## config.mk

```make
export PLATFORM = sky130hd
export DESIGN_NAME = pong_pixel_scheduler_flat
export DESIGN_NICKNAME = d
export VERILOG_FILES = /design/src/rtl/pong_pixel_scheduler_if.sv /design/src/rtl/pong_pixel_scheduler.sv /design/src/flat_wrapper.sv
export SDC_FILE = /design/constraint.sdc
export NUM_CORES = 1
export LEC_CHECK = 0
export ABC_AREA = 0
export CAP_MARGIN = 20
export CORE_UTILIZATION = 43
export DETAILED_ROUTE_END_ITERATION = 12
export PLACE_DENSITY = 0.66
export SLEW_MARGIN = 30
export SYNTH_ARGS = -nofsm -noshare
export SYNTH_HDL_FRONTEND = slang
export SYNTH_SLANG_ARGS = --single-unit
```

## constraint.sdc

```tcl
create_clock -name clk -period 9.4 [get_ports clk]
set_input_delay 0.94 -clock clk [delete_from_list [all_inputs] [get_ports clk]]
set_output_delay 0.94 -clock clk [all_outputs]
set_load 0.01 [all_outputs]
```

## src/rtl/pong_pixel_scheduler_if.sv

```systemverilog
// Requester/screen bundle for the pong pixel scheduler: object requests in, one pixel out.
interface pong_pixel_scheduler_if;
   logic       ball_en;
   logic [3:0] ball_x;
   logic [3:0] ball_y;
   logic       lpad_en;
   logic [3:0] lpad_y;
   logic       rpad_en;
   logic [3:0] rpad_y;
   logic [3:0] x;
   logic [3:0] y;
   logic       pix_valid;
   logic       frame_done;

   modport master (
      output ball_en, ball_x, ball_y, lpad_en, lpad_y, rpad_en, rpad_y,
      input  x, y, pix_valid, frame_done
   );

   modport slave (
      input  ball_en, ball_x, ball_y, lpad_en, lpad_y, rpad_en, rpad_y,
      output x, y, pix_valid, frame_done
   );
endinterface

```

## src/rtl/pong_pixel_scheduler.sv

```systemverilog
// Round-robin pixel scheduler: expands ball and paddles into single pixels, each held for
// DWELL cycles, so the LED matrix shows every object through persistence of vision.
module pong_pixel_scheduler #(
   parameter int DWELL      = 16,
   parameter int DWELLWIDTH = 10,
   parameter int PADLEN     = 4,
   parameter int LCOL       = 0,
   parameter int RCOL       = 15
) (
   input  logic                   clk,
   input  logic                   reset,
   pong_pixel_scheduler_if.slave  bus
);

   typedef enum logic [1:0] {IDLE, BALL, LPAD, RPAD} state_t;

   localparam logic [DWELLWIDTH-1:0] DWELL_LAST = DWELLWIDTH'(DWELL - 1);
   localparam logic [4:0]            PADLEN_W   = 5'(PADLEN);
   localparam logic [3:0]            LCOL_W     = 4'(LCOL);
   localparam logic [3:0]            RCOL_W     = 4'(RCOL);

   state_t                r_state, w_state_nxt, w_target;
   logic [3:0]            r_x, w_x_nxt;
   logic [3:0]            r_y, w_y_nxt;
   logic                  r_pix_valid, w_pix_valid_nxt;
   logic                  r_frame_done, w_frame_done_nxt;
   logic [DWELLWIDTH-1:0] r_dwell, w_dwell_nxt;
   logic [3:0]            r_idx, w_idx_nxt;
   logic [4:0]            r_len, w_len_nxt;
   logic                  w_pix_last;
   logic                  w_enter;

   // First enabled phase after cur in BALL -> LPAD -> RPAD order; IDLE starts the order at BALL.
   function automatic state_t next_phase(state_t cur, logic b, logic l, logic r);
      state_t res;
      res = IDLE;
      case (cur)
         BALL:    if (l) res = LPAD; else if (r) res = RPAD; else if (b) res = BALL;
         LPAD:    if (r) res = RPAD; else if (b) res = BALL; else if (l) res = LPAD;
         default: if (b) res = BALL; else if (l) res = LPAD; else if (r) res = RPAD;
      endcase
      return res;
   endfunction

   // Rows below the screen edge are dropped rather than wrapped.
   function automatic logic [4:0] pad_len(logic [3:0] top);
      logic [4:0] room;
      room = 5'd16 - {1'b0, top};
      return (room < PADLEN_W) ? room : PADLEN_W;
   endfunction

   function automatic logic is_last_phase(state_t s, logic l, logic r);
      logic res;
      case (s)
         BALL:    res = !l && !r;
         LPAD:    res = !r;
         RPAD:    res = 1'b1;
         default: res = 1'b0;
      endcase
      return res;
   endfunction

   // NOTE: every output of this block is assigned a default first, so no path can infer a latch.
   always_comb begin
      w_state_nxt     = r_state;
      w_x_nxt         = r_x;
      w_y_nxt         = r_y;
      w_pix_valid_nxt = r_pix_valid;
      w_dwell_nxt     = r_dwell;
      w_idx_nxt       = r_idx;
      w_len_nxt       = r_len;
      w_enter         = 1'b0;
      w_target        = next_phase(r_state, bus.ball_en, bus.lpad_en, bus.rpad_en);
      w_pix_last      = ({1'b0, r_idx} == (r_len - 5'd1));

      if (r_state == IDLE) begin
         w_enter = 1'b1;
      end else if (r_dwell == DWELL_LAST) begin
         if (w_pix_last) begin
            w_enter = 1'b1;
         end else begin
            w_idx_nxt   = r_idx + 4'd1;
            w_y_nxt     = r_y + 4'd1;
            w_dwell_nxt = '0;
         end
      end else begin
         w_dwell_nxt = r_dwell + 1'b1;
      end

      // Coordinates are captured only here, so input changes mid-phase wait for the next entry.
      if (w_enter) begin
         w_state_nxt = w_target;
         w_dwell_nxt = '0;
         w_idx_nxt   = '0;
         case (w_target)
            BALL: begin
               w_x_nxt = bus.ball_x; w_y_nxt = bus.ball_y;
               w_len_nxt = 5'd1; w_pix_valid_nxt = 1'b1;
            end
            LPAD: begin
               w_x_nxt = LCOL_W; w_y_nxt = bus.lpad_y;
               w_len_nxt = pad_len(bus.lpad_y); w_pix_valid_nxt = 1'b1;
            end
            RPAD: begin
               w_x_nxt = RCOL_W; w_y_nxt = bus.rpad_y;
               w_len_nxt = pad_len(bus.rpad_y); w_pix_valid_nxt = 1'b1;
            end
            default: begin
               w_x_nxt = '0; w_y_nxt = '0;
               w_len_nxt = '0; w_pix_valid_nxt = 1'b0;
            end
         endcase
      end

      // Registered pulse: predicted from the cycle being entered so it lines up with the last dwell cycle.
      w_frame_done_nxt = (w_state_nxt != IDLE) && (w_dwell_nxt == DWELL_LAST) &&
                         ({1'b0, w_idx_nxt} == (w_len_nxt - 5'd1)) &&
                         is_last_phase(w_state_nxt, bus.lpad_en, bus.rpad_en);
   end

   // NOTE: state updates use non-blocking assignments so every register samples pre-edge values.
   always_ff @(posedge clk) begin
      if (reset) begin
         r_state      <= IDLE;
         r_x          <= '0;
         r_y          <= '0;
         r_pix_valid  <= 1'b0;
         r_frame_done <= 1'b0;
         r_dwell      <= '0;
         r_idx        <= '0;
         r_len        <= '0;
      end else begin
         r_state      <= w_state_nxt;
         r_x          <= w_x_nxt;
         r_y          <= w_y_nxt;
         r_pix_valid  <= w_pix_valid_nxt;
         r_frame_done <= w_frame_done_nxt;
         r_dwell      <= w_dwell_nxt;
         r_idx        <= w_idx_nxt;
         r_len        <= w_len_nxt;
      end
   end

   assign bus.x          = r_x;
   assign bus.y          = r_y;
   assign bus.pix_valid  = r_pix_valid;
   assign bus.frame_done = r_frame_done;

endmodule

```

## src/flat_wrapper.sv

```systemverilog
// flat-port wrapper written by rule: the top's interface ports become plain ports
module pong_pixel_scheduler_flat 
#(
   parameter int DWELL      = 16,
   parameter int DWELLWIDTH = 10,
   parameter int PADLEN     = 4,
   parameter int LCOL       = 0,
   parameter int RCOL       = 15
)
  (clk, reset, bus_ball_en, bus_ball_x, bus_ball_y, bus_lpad_en, bus_lpad_y, bus_rpad_en, bus_rpad_y, bus_x, bus_y, bus_pix_valid, bus_frame_done);
  pong_pixel_scheduler_if bus_i ();
  input  logic clk;
  input  logic reset;
  input wire logic [$bits(bus_i.ball_en)-1:0] bus_ball_en;
  input wire logic [$bits(bus_i.ball_x)-1:0] bus_ball_x;
  input wire logic [$bits(bus_i.ball_y)-1:0] bus_ball_y;
  input wire logic [$bits(bus_i.lpad_en)-1:0] bus_lpad_en;
  input wire logic [$bits(bus_i.lpad_y)-1:0] bus_lpad_y;
  input wire logic [$bits(bus_i.rpad_en)-1:0] bus_rpad_en;
  input wire logic [$bits(bus_i.rpad_y)-1:0] bus_rpad_y;
  output wire logic [$bits(bus_i.x)-1:0] bus_x;
  output wire logic [$bits(bus_i.y)-1:0] bus_y;
  output wire logic [$bits(bus_i.pix_valid)-1:0] bus_pix_valid;
  output wire logic [$bits(bus_i.frame_done)-1:0] bus_frame_done;
  assign bus_i.ball_en = bus_ball_en;
  assign bus_i.ball_x = bus_ball_x;
  assign bus_i.ball_y = bus_ball_y;
  assign bus_i.lpad_en = bus_lpad_en;
  assign bus_i.lpad_y = bus_lpad_y;
  assign bus_i.rpad_en = bus_rpad_en;
  assign bus_i.rpad_y = bus_rpad_y;
  assign bus_x = bus_i.x;
  assign bus_y = bus_i.y;
  assign bus_pix_valid = bus_i.pix_valid;
  assign bus_frame_done = bus_i.frame_done;
  pong_pixel_scheduler #(.DWELL(DWELL), .DWELLWIDTH(DWELLWIDTH), .PADLEN(PADLEN), .LCOL(LCOL), .RCOL(RCOL)) u_core (.clk(clk), .reset(reset), .bus(bus_i));
endmodule
```

==> metrics <==
largest net degree at the start of global routing=23; final cell count without fillers=approximately 340; total grt overflow=0; Syn Inst Count=258; Core Area=roughly 4500 sq um; Pre-antenna DRT Iters=8; Filler cells=433; Net Count, Synth=between 200 and 300; # Max-Cap Violations=0; part of the power in registers=0.266; Rel. slew slack=0.420; status=complete, but fails checks; vias in the first global route=1778; area share of the largest cell type after synthesis=0.300; die extent in x=around 70 um; clock sink count=31; violated checks=DRC; setup repair bufs after CTS=0; CP Capture Type=flip-flop; final instance area=roughly 2500 sq um; Period Utilization, post-route=0.403; Worst setup endpoint=u_core.bus.frame_done; switching power=roughly 0.29 mW; internal power=just under 0.4 mW; Lkg Pwr=just over 0.9 nW; Netlist Area Pre-Place=2070 sq um; top fanout value on the critical path=19; ranking of synthesized cells by area=dfxtp_1, ha_1, nor2_1; Final Slew Violations=0; # IOs=31; worst setup path class=flip-flop to flip-flop; R2R Path End=u_core.bus.frame_done; HP Class=flip-flop to flip-flop; Synth top cells by count=nor2_1, dfxtp_1, a21oi_1, nand2_1, xnor2_1; initial antenna violation count=0; vias per cell=5.55; Post-synth top flop=dfxtp_1; multi-input logic area=approximately 1400 sq um; # nets final=around 320; Iter 0 DRT Violations=89; crit path from=u_core.r_len[0]; Clock power frac=0.170; Worst Tran Pin Value=between 800 and 900 ps; Final Skew=between 4 and 5 ps; sequential area share after synthesis=0.300; Sw Ratio=0.426; Final Hold Vio Count=0; global placement routability congestion=just under 0.8; Root Buffer=clkbuf_8; chip height=71.4 um; worst vdd ir=between 0.0001 and 0.00015 V; fin util=0.560; GRT Util Overall=0.198; DP Cell Count=between 300 and 400; clock buffer depth=2; hold depth=2; FF+latch count, synth=31; setup TNS=0 ps; first-pass GRT wire length=between 7000 and 8000 um; via count=~1900; Hold WS=approximately 450 ps; antenna-violating nets left=0; worst path required time=9620 ps; Reg clk slew, reported paths=approximately 60 ps; routed len/inst=~14 um; share of cells above drive strength 1=0.0727; Area Overhead vs Synth=21.0%; count leader, synth=nor2_1; latest clock arrival within the worst-skew pair=~280 ps; antenna diode instance count=0; placed instance area=2400 sq um; RSZ-0062 raised after global routing=no; num rows=24; Ys Warns=0; CTS Buf Count=5; Post-Syn Area per Cell=about 8.0 sq um; Unique masters post-synth=51; largest area contributor in the netlist=dfxtp_1; drt drc=5; htree depth=2; Die Footprint=between 5000 and 6000 sq um; P per Cell Area=roughly 270 nW/um^2; final setup vio count=0; Comb power frac=0.565; number of synthesized flops with an enable pin=0; kind of start point of the critical path=flip-flop; crit path DAT=4000 ps; reg2reg start=u_core.r_len[0]; register area=~620 sq um; reg2reg path depth=12; initial core utilization=0.463; Max Freq=0.264 GHz; fin crit period=3780 ps; detailed placer's ending HPWL=3460 um; Post-CTS Hold Buffers=0; # port buffers=30; number of gates resized after cts=0; r2r setup slk=~5600 ps; async set-reset flop share out of synthesis=0; drt total wl=4730 um; CTS tree=done
[worst min path at each step]
stage	from	end	slack [ps]
3_5_place_dp	u_core.bus.x[1]	u_core.bus.x[1]	440
5_1_grt	u_core.bus.x[1]	u_core.bus.x[1]	480
4_1_cts	u_core.bus.x[1]	u_core.bus.x[1]	450
2_1_floorplan	u_core.r_dwell[0]	u_core.r_dwell[0]	420
6_report	u_core.bus.x[0]	u_core.bus.x[0]	450
3_3_place_gp	u_core.r_dwell[0]	u_core.r_dwell[0]	440
[placed cells by master (no fill, tap or decap), types with 3 or more instances in the layout]
cell type / n
a211oi_1: 3
a21oi_1: 22
a221oi_1: 3
and2_1: 5
and3_1: 6
buf_4: 3
clkbuf_8: 7
clkdlybuf4s50_1: 30
dfxtp_1: 31
ha_1: 10
inv_1: 11
mux2i_1: 4
nand2_1: 18
nand2b_1: 9
nand3_1: 7
nor2_1: 32
nor2b_1: 4
nor3_1: 8
nor3b_1: 3
nor4_1: 4
o211ai_1: 6
o21ai_0: 8
o22ai_1: 3
or3_1: 3
xnor2_1: 12
xor2_1: 7
[power by group through the flow]
stage	sequential (mW)	combinational [mW]	clock (mW)
2_1_floorplan	0.181	0.286	0
3_3_place_gp	0.182	0.380	0
3_5_place_dp	0.182	0.384	0
4_1_cts	0.180	0.386	0.118
5_1_grt	0.184	0.430	0.124
6_report	0.180	0.384	0.115
[worst max-delay path, cell delays in order (launching register included)]
cell      delay, ps
dfxtp_1         550
inv_1            90
ha_1            310
xnor2_1         120
a2111o_1        430
o31a_1          590
a21oi_1         320
ha_1            290
nand2_1          80
a21oi_1         170
a21oi_1          90
or4b_4          510
nor3_2          140
[routing by layer]
metal | GRT usage | share of wire | vias up
li1 | - | - | 980
met1 | 0.250 | 0.49 | 863
met2 | 0.327 | 0.45 | 43
met3 | 0.0478 | 0.049 | 6
met4 | 0.0800 | 0.016 | 0
met5 | 0 | 0 | -
[cell type report]
type	instances	area share
clock buffer	8	0.0400
timing repair buffer	33	0.129
sequential	31	0.248
tap	52	0.0260
multi-input combinational	206	0.541
inverter	11	0.0165
[metrics by stage]
stage / setup WS, ps / total power [mW]
floorplan: 5980 / 0.466
global placement: 5490 / 0.562
CTS: 5620 / 0.683
finish: 5620 / 0.679
global route: 5400 / 0.738
detailed placement: 5430 / 0.566
[registers in the layout (all words and copies together) (netlist names)]
name                   count
u_core.bus.frame_done      1
u_core.bus.pix_valid       1
u_core.bus.x               4
u_core.bus.y               4
u_core.r_state             2
u_core.r_len               5
u_core.r_dwell            10
u_core.r_idx               4
[cell families (layout without fill, tap and decap cells)]
family | Yosys count | count (layout) | share of synthesized area
multiplexers | 6 | 6 | 0.0302
XOR/XNOR | 20 | 20 | 0.0883
buffers and inverters | 21 | 52 | 0.0478
AND/OR/NAND/NOR | 111 | 111 | 0.285
flip-flops | 31 | 31 | 0.300
AO/OA/AOI/OAI | 59 | 59 | 0.188
adder cells (fa/ha/maj) | 10 | 10 | 0.0605
Note: power is estimated with default switching activity, not from simulation.
